==> config.mk <==
export PLATFORM = sky130hd
export DESIGN_NAME = gps_cfg_sequencer
export DESIGN_NICKNAME = d
export VERILOG_FILES = /design/src/rtl/gps_cfg_sequencer.sv
export SDC_FILE = /design/constraint.sdc
export NUM_CORES = 1
export LEC_CHECK = 0
export BUFFER_PORTS_ARGS = -buffer_cell sky130_fd_sc_hd__buf_2
export CORE_ASPECT_RATIO = 1.25
export CORE_MARGIN = 1.5
export CORE_UTILIZATION = 50
export DETAILED_ROUTE_END_ITERATION = 10
export PLACE_DENSITY = 0.68
export SLEW_MARGIN = 15
export SYNTH_ARGS = -nofsm -noshare
export SYNTH_HDL_FRONTEND = slang
export SYNTH_SLANG_ARGS = --single-unit
==> constraint.sdc <==
create_clock -name clk_in -period 2.7 [get_ports clk_in]
set_clock_uncertainty 0.1 [all_clocks]
set_input_delay 0.135 -clock clk_in [delete_from_list [all_inputs] [get_ports clk_in]]
set_output_delay 0.135 -clock clk_in [all_outputs]
set_load 0.02 [all_outputs]
==> src/rtl/gps_cfg_sequencer.sv <==
// Control-plane sequencer for the GPS signal generator core.
// A byte-wide address/data stream fills shadow registers. A commit arms an
// atomic copy of the shadow parameters into the active outputs, and that copy
// only happens at a C/A code-epoch boundary. The navigation message bit stream
// is generated alongside and reloads its word only at word boundaries.
module gps_cfg_sequencer #(
    parameter int                 CODE_LEN       = 16368,
    parameter int                 EPOCHS_PER_BIT = 20,
    parameter int                 MSG_BITS       = 32,
    parameter logic [MSG_BITS-1:0] MSG_PRESET    = 32'hFEEDCAFE
) (
    input  logic        clk_in,
    input  logic        rst_in_n,
    input  logic        ena_in,
    input  logic        cfg_valid_in,
    input  logic [7:0]  cfg_data_in,
    output logic        cfg_ready_out,
    output logic [4:0]  n_sat_out,
    output logic [15:0] ca_phase_out,
    output logic [7:0]  doppler_out,
    output logic [7:0]  snr_out,
    output logic        noise_off_out,
    output logic        signal_off_out,
    output logic        msg_out,
    output logic        epoch_out,
    output logic        bit_edge_out,
    output logic        pending_out,
    output logic        err_out
);

    // ------------------------------------------------------------------
    // Widths and terminal counts
    // ------------------------------------------------------------------
    localparam int CNT_W     = (CODE_LEN > 1)       ? $clog2(CODE_LEN)       : 1;
    localparam int BIT_W     = (EPOCHS_PER_BIT > 1) ? $clog2(EPOCHS_PER_BIT) : 1;
    localparam int IDX_W     = (MSG_BITS > 1)       ? $clog2(MSG_BITS)       : 1;
    localparam int MSG_BYTES = MSG_BITS / 8;

    localparam logic [CNT_W-1:0] CNT_LAST = CNT_W'(CODE_LEN - 1);
    localparam logic [BIT_W-1:0] BIT_LAST = BIT_W'(EPOCHS_PER_BIT - 1);
    localparam logic [IDX_W-1:0] IDX_LAST = IDX_W'(MSG_BITS - 1);

    localparam logic [7:0] ADDR_NSAT   = 8'h00;
    localparam logic [7:0] ADDR_DOP    = 8'h01;
    localparam logic [7:0] ADDR_SNR    = 8'h02;
    localparam logic [7:0] ADDR_PH_LO  = 8'h03;
    localparam logic [7:0] ADDR_PH_HI  = 8'h04;
    localparam logic [7:0] ADDR_FLAGS  = 8'h05;
    localparam logic [7:0] ADDR_MSG0   = 8'h06;
    localparam logic [7:0] ADDR_MSG_LAST = 8'h09;
    localparam logic [7:0] ADDR_COMMIT = 8'h0F;

    // ------------------------------------------------------------------
    // Configuration FSM state
    // ------------------------------------------------------------------
    typedef enum logic [0:0] {
        ST_ADDR = 1'b0,
        ST_DATA = 1'b1
    } cfg_state_t;

    cfg_state_t  state_reg, state_next;
    logic [7:0]  addr_reg, addr_next;
    logic        cfg_ready;
    logic        wr_en;

    // Shadow parameters
    logic [4:0]  n_sat_sh_reg;
    logic [7:0]  doppler_sh_reg;
    logic [7:0]  snr_sh_reg;
    logic [15:0] ca_phase_sh_reg;
    logic [1:0]  flags_sh_reg;
    logic [MSG_BITS-1:0] msg_sh_word;

    // Active parameters
    logic [4:0]  n_sat_reg;
    logic [7:0]  doppler_reg;
    logic [7:0]  snr_reg;
    logic [15:0] ca_phase_reg;
    logic [1:0]  flags_reg;

    logic        pending_reg;
    logic        err_reg;

    // Timing chain
    logic [CNT_W-1:0]    cnt_reg;
    logic [BIT_W-1:0]    bit_cnt_reg;
    logic [IDX_W-1:0]    bit_idx_reg;
    logic [MSG_BITS-1:0] msg_sr_reg;
    logic                epoch_reg;
    logic                bit_edge_reg;

    logic tick;
    logic btick;
    logic word_end;

    // Decoded write strobes
    logic commit_wr;
    logic err_wr;

    // ------------------------------------------------------------------
    // Strobes derived from the counters
    // ------------------------------------------------------------------
    assign tick     = ena_in && (cnt_reg == CNT_LAST);
    assign btick    = tick && (bit_cnt_reg == BIT_LAST);
    assign word_end = btick && (bit_idx_reg == IDX_LAST);

    assign commit_wr = wr_en && (addr_reg == ADDR_COMMIT);
    assign err_wr    = wr_en && (addr_reg > ADDR_MSG_LAST) && (addr_reg != ADDR_COMMIT);

    // FSM state and latched address register
    always_ff @(posedge clk_in or negedge rst_in_n) begin
        if (!rst_in_n) begin
            state_reg <= ST_ADDR;
            addr_reg  <= 8'h00;
        end else begin
            state_reg <= state_next;
            addr_reg  <= addr_next;
        end
    end

    // Next-state logic: address byte then data byte; a new address is refused while a commit is armed
    always_comb begin
        state_next = state_reg;
        addr_next  = addr_reg;
        cfg_ready  = 1'b1;
        wr_en      = 1'b0;
        case (state_reg)
            ST_ADDR: begin
                cfg_ready = ~pending_reg;
                if (cfg_valid_in && !pending_reg) begin
                    addr_next  = cfg_data_in;
                    state_next = ST_DATA;
                end
            end
            ST_DATA: begin
                cfg_ready = 1'b1;
                if (cfg_valid_in) begin
                    wr_en      = 1'b1;
                    state_next = ST_ADDR;
                end
            end
            default: begin
                state_next = ST_ADDR;
            end
        endcase
    end

    // Shadow parameter registers, written by the data phase
    always_ff @(posedge clk_in or negedge rst_in_n) begin
        if (!rst_in_n) begin
            n_sat_sh_reg    <= 5'd0;
            doppler_sh_reg  <= 8'd0;
            snr_sh_reg      <= 8'd0;
            ca_phase_sh_reg <= 16'd0;
            flags_sh_reg    <= 2'd0;
        end else if (wr_en) begin
            case (addr_reg)
                ADDR_NSAT:  n_sat_sh_reg           <= cfg_data_in[4:0];
                ADDR_DOP:   doppler_sh_reg         <= cfg_data_in;
                ADDR_SNR:   snr_sh_reg             <= cfg_data_in;
                ADDR_PH_LO: ca_phase_sh_reg[7:0]   <= cfg_data_in;
                ADDR_PH_HI: ca_phase_sh_reg[15:8]  <= cfg_data_in;
                ADDR_FLAGS: flags_sh_reg           <= cfg_data_in[1:0];
                default: ;
            endcase
        end
    end

    // Message shadow bytes, most significant byte at the lowest message address
    generate
        for (genvar gi = 0; gi < MSG_BYTES; gi++) begin : g_msg_byte
            logic [7:0] byte_reg;

            // One message shadow byte
            always_ff @(posedge clk_in or negedge rst_in_n) begin
                if (!rst_in_n) begin
                    byte_reg <= MSG_PRESET[MSG_BITS-1-8*gi -: 8];
                end else if (wr_en && (addr_reg == 8'(ADDR_MSG0 + gi))) begin
                    byte_reg <= cfg_data_in;
                end
            end

            assign msg_sh_word[MSG_BITS-1-8*gi -: 8] = byte_reg;
        end
    endgenerate

    // Commit arming: a commit in a tick cycle wins, so it waits for the following epoch
    always_ff @(posedge clk_in or negedge rst_in_n) begin
        if (!rst_in_n) begin
            pending_reg <= 1'b0;
        end else if (commit_wr) begin
            pending_reg <= 1'b1;
        end else if (tick) begin
            pending_reg <= 1'b0;
        end
    end

    // Atomic copy of the shadow parameters into the active set at the epoch boundary
    always_ff @(posedge clk_in or negedge rst_in_n) begin
        if (!rst_in_n) begin
            n_sat_reg    <= 5'd0;
            doppler_reg  <= 8'd0;
            snr_reg      <= 8'd0;
            ca_phase_reg <= 16'd0;
            flags_reg    <= 2'd0;
        end else if (tick && pending_reg) begin
            n_sat_reg    <= n_sat_sh_reg;
            doppler_reg  <= doppler_sh_reg;
            snr_reg      <= snr_sh_reg;
            ca_phase_reg <= ca_phase_sh_reg;
            flags_reg    <= flags_sh_reg;
        end
    end

    // Sticky flag for writes to unmapped addresses
    always_ff @(posedge clk_in or negedge rst_in_n) begin
        if (!rst_in_n) begin
            err_reg <= 1'b0;
        end else if (err_wr) begin
            err_reg <= 1'b1;
        end
    end

    // Code-epoch counter, frozen while the sample enable is low
    always_ff @(posedge clk_in or negedge rst_in_n) begin
        if (!rst_in_n) begin
            cnt_reg <= '0;
        end else if (ena_in) begin
            cnt_reg <= tick ? '0 : cnt_reg + CNT_W'(1);
        end
    end

    // Epochs-per-bit counter, advanced once per code epoch
    always_ff @(posedge clk_in or negedge rst_in_n) begin
        if (!rst_in_n) begin
            bit_cnt_reg <= '0;
        end else if (tick) begin
            bit_cnt_reg <= (bit_cnt_reg == BIT_LAST) ? '0 : bit_cnt_reg + BIT_W'(1);
        end
    end

    // Message shifter: shift MSB-first, reload the shadow word after the last bit
    always_ff @(posedge clk_in or negedge rst_in_n) begin
        if (!rst_in_n) begin
            msg_sr_reg  <= MSG_PRESET;
            bit_idx_reg <= '0;
        end else if (word_end) begin
            msg_sr_reg  <= msg_sh_word;
            bit_idx_reg <= '0;
        end else if (btick) begin
            msg_sr_reg  <= {msg_sr_reg[MSG_BITS-2:0], 1'b0};
            bit_idx_reg <= bit_idx_reg + IDX_W'(1);
        end
    end

    // Registered boundary pulses, one cycle after the wrap cycle
    always_ff @(posedge clk_in or negedge rst_in_n) begin
        if (!rst_in_n) begin
            epoch_reg    <= 1'b0;
            bit_edge_reg <= 1'b0;
        end else begin
            epoch_reg    <= tick;
            bit_edge_reg <= btick;
        end
    end

    // ------------------------------------------------------------------
    // Outputs
    // ------------------------------------------------------------------
    assign cfg_ready_out  = cfg_ready;
    assign n_sat_out      = n_sat_reg;
    assign ca_phase_out   = ca_phase_reg;
    assign doppler_out    = doppler_reg;
    assign snr_out        = snr_reg;
    assign noise_off_out  = flags_reg[1];
    assign signal_off_out = flags_reg[0];
    assign msg_out        = msg_sr_reg[MSG_BITS-1];
    assign epoch_out      = epoch_reg;
    assign bit_edge_out   = bit_edge_reg;
    assign pending_out    = pending_reg;
    assign err_out        = err_reg;

endmodule
==> Flow_metrics.wiki <==
{| class="wikitable"
! Metric !! Value
|-
| Vias || 4,573
|-
| TritonCTS sink count || 179
|-
| Sum of negative setup slack || 0 ns
|-
| First-pass GRT wire length || 25.5 mm
|-
| Routability congestion estimate from global placement || 0.829
|-
| Sum of overflow across all layers after global routing || 0
|-
| Most common cell after layout, fill and taps aside || sky130_fd_sc_hd__dfrtp_1
|-
| Die Footprint || 15,800 um^2
|-
| Share of the clock period used by the worst path after layout || 95.1%
|-
| Portion of total power attributed to combinational logic || 7.8%
|-
| Finished Layout Cells || 799
|-
| Final core utilization || 59.2%
|-
| Number of distinct library cell variants in the gate-level netlist after synthesis || 46
|-
| Hold violation total from the final report || 0
|-
| Max-cap viol count || 0
|-
| Via count of the first global-routing pass || 4,965
|-
| Area growth, synth to finish || 14.7%
|-
| Post-synthesis net count || 563
|-
| Run status || finished, violations left
|-
| Most instantiated flip-flop cell in the synthesis netlist || sky130_fd_sc_hd__dfrtp_1
|-
| Total number of nets in the final design || 624
|-
| Library cell used as clock root buffer || sky130_fd_sc_hd__clkbuf_16
|-
| Tightest slew margin relative to the limit || 54.7%
|-
| First-pass iteration count of the detailed router || 8
|-
| Critical Setup Path Class || reg2reg
|-
| Placed insts || 764
|-
| Number of synthesis warnings || 0
|-
| Post-synth design cell area || 7500 um^2
|-
| Number of buffers on the longest clock path || 2
|-
| Clock tree from TritonCTS || yes
|-
| Pwr Total || 6.01 mW
|-
| Number of cells upsized or downsized after cts || 0
|-
| Post-detailed-placement half-perimeter wirelength || 9.39 mm
|-
| CP max FO || 39
|-
| Smallest setup slack after layout || 0.131 ns
|-
| Final Slew Violations || 0
|-
| Endpoint required time on the critical path || 2.91 ns
|-
| Die span in y || 140 um
|-
| Worst EP arrival || 2.78 ns
|-
| Startpoint class of the critical path || flop
|-
| Fraction of power spent switching nets || 25.0%
|-
| Overall track demand over capacity in global routing || 20.7%
|-
| Clock Power Share || 39.8%
|-
| Post-synth ARST share || 100%
|-
| Inserted Diodes || 0
|-
| Post-Syn Area per Cell || 13.7 um^2
|-
| Largest net degree at the start of global routing || 72
|-
| Least-Margin Pin Slew || 0.673 ns
|-
| I/O pin count || 57
|-
| Final setup violation count || 0
|-
| Clock transition at the registers of the reported paths || 0.07 ns
|-
| Area of the core region || 14,500 um^2
|-
| Maximum clock frequency || 389 MHz
|-
| EDFF count, synth || 0
|-
| Share of layout cells above drive strength 1 || 44.4%
|-
| NetSw || 1.50 mW
|-
| Static Leak || 4.03 nW
|-
| Number of antenna violations at the first check in global routing || 0
|-
| HP Class || in2reg
|-
| H-tree depth reported by CTS || 4
|-
| Power per Cell Area || 699 nW/um^2
|-
| Clock buffers created by TritonCTS || 17
|-
| Post-Syn Instances || 547
|-
| Width of the die || 113 um
|-
| Avg Vias per Cell || 5.72
|-
| Sequential-to-total area share from yosys stat || 60.5%
|-
| Internal power || 4.51 mW
|-
| Unrepaired setup endpoints after global routing || no
|-
| Non-Filler Cell Area, Final || 8610 um^2
|-
| Worst slack at placement || 0.128 ns
|-
| Most used cells in the layout excluding fill and tap cells || 131 x sky130_fd_sc_hd__dfrtp_1, 109 x sky130_fd_sc_hd__mux2_2, 71 x sky130_fd_sc_hd__o21ai_0
|-
| Min Hold Slack || 0.0729 ns
|-
| Count of state elements after synthesis || 179
|-
| Quantity of I/O buffers inserted on ports || 56
|-
| Initial cell density of the core || 51.6%
|-
| Tmin final || 2.57 ns
|-
| CTS Hold Buffers Added || 3
|-
| Worst Setup End Kind || flop
|-
| Number of routed nets with antenna violations || 0
|-
| Violation count after the first detailed-routing iteration || 183
|-
| Number of setup buffers added after CTS || 0
|-
| Placement Cell Area || 8000 um^2
|-
| Worst vdd ir || 0.496 mV
|-
| Violated checks || design-rule violations
|-
| Clock insertion delay at the later pin of the skew report || 0.43 ns
|-
| Share of total power in sequential cells || 52.4%
|-
| Rows || 49
|-
| Total detailed-routing wirelength || 14.9 mm
|-
| DR WL/cell || 18.6 um
|-
| Residual DRC || 2
|}
==> cell families after synthesis <==
logic type | after synthesis | share of synthesized area, %
DFF | 179 | 60.5
muxes | 150 | 22.5
AOI/OAI and AO/OA | 86 | 6.22
and+or+nand+nor | 81 | 6.72
buffers and inverters | 36 | 2.13
xor gates and xnor gates | 11 | 1.28
adders and majority gates | 4 | 0.667
==> power groups by stage <==
| stage | combinational [mW] | clock (mW) | sequential (mW) |
|---|---|---|---|
| after global routing | 0.522 | 2.54 | 3.19 |
| final | 0.469 | 2.39 | 3.15 |
| after global placement | 0.451 | 0 | 3.18 |
| after floorplan | 0.379 | 0 | 3.10 |
| after detailed placement | 0.470 | 0 | 3.20 |
| after CTS | 0.477 | 2.45 | 3.15 |
==> Yosys cell counts (all sizes together), types with 5 or more instances <==
library cell / number / area [um^2]
dfrtp: 131 / 3280
mux2: 119 / 1380
o21ai: 71 / 355
dfstp: 48 / 1260
mux2i: 31 / 310
clkbuf: 19 / 71.3
nand2: 14 / 60.1
nor2: 13 / 48.8
nand3: 12 / 60.1
buf: 9 / 53.8
xnor2: 9 / 78.8
inv: 7 / 26.3
nor3: 7 / 57.6
nor4: 7 / 58.8
nand4: 6 / 43.8
and3: 5 / 31.3
==> worst paths after layout <==
path	start	end	slack [ns]	cells after the start
setup / recovery	cnt_reg[1]	ca_phase_out[12]	0.13	6
hold / removal	cfg_data_in[7]	ca_phase_sh_reg[15]	0.07	2
setup reg to reg	cnt_reg[1]	ca_phase_out[12]	0.13	6
hold reg to reg	err_out	err_out	0.37	1
max in group asynchronous	rst_in_n	msg_sr_reg[5]	1.50	3
min in group asynchronous	rst_in_n	cnt_reg[11]	0.18	2
==> worst max-delay path, stage by stage (launching register included) <==
cell and delay (ns):
sky130_fd_sc_hd__dfrtp_1 0.38, sky130_fd_sc_hd__ha_1 0.21, sky130_fd_sc_hd__nand4_2 0.17, sky130_fd_sc_hd__or4_1 0.63
sky130_fd_sc_hd__clkinv_4 0.16, sky130_fd_sc_hd__nand2_4 0.32, sky130_fd_sc_hd__mux2_4 0.43
==> layout make-up <==
type                            count  area (um^2)
Clock inverter                     13          126
Tap cell                          178          223
Sequential cell                   179         4540
Multi-Input combinational cell    332         2810
Fill cell                        1179         5920
Inverter                            8         35.0
Clock buffer                       19          453
Timing Repair Buffer               70          424
==> layer usage <==
layer,vias to the layer above,wire length [um],share of wire (%),track usage (%)
li1,2085,-,-,-
met1,2386,6390,43,25.9
met2,79,7720,52,35.8
met3,23,497,3.3,4.33
met4,0,280,1.9,7.26
met5,-,0,0,0
No activity file was read; power rests on OpenSTA's default activity.
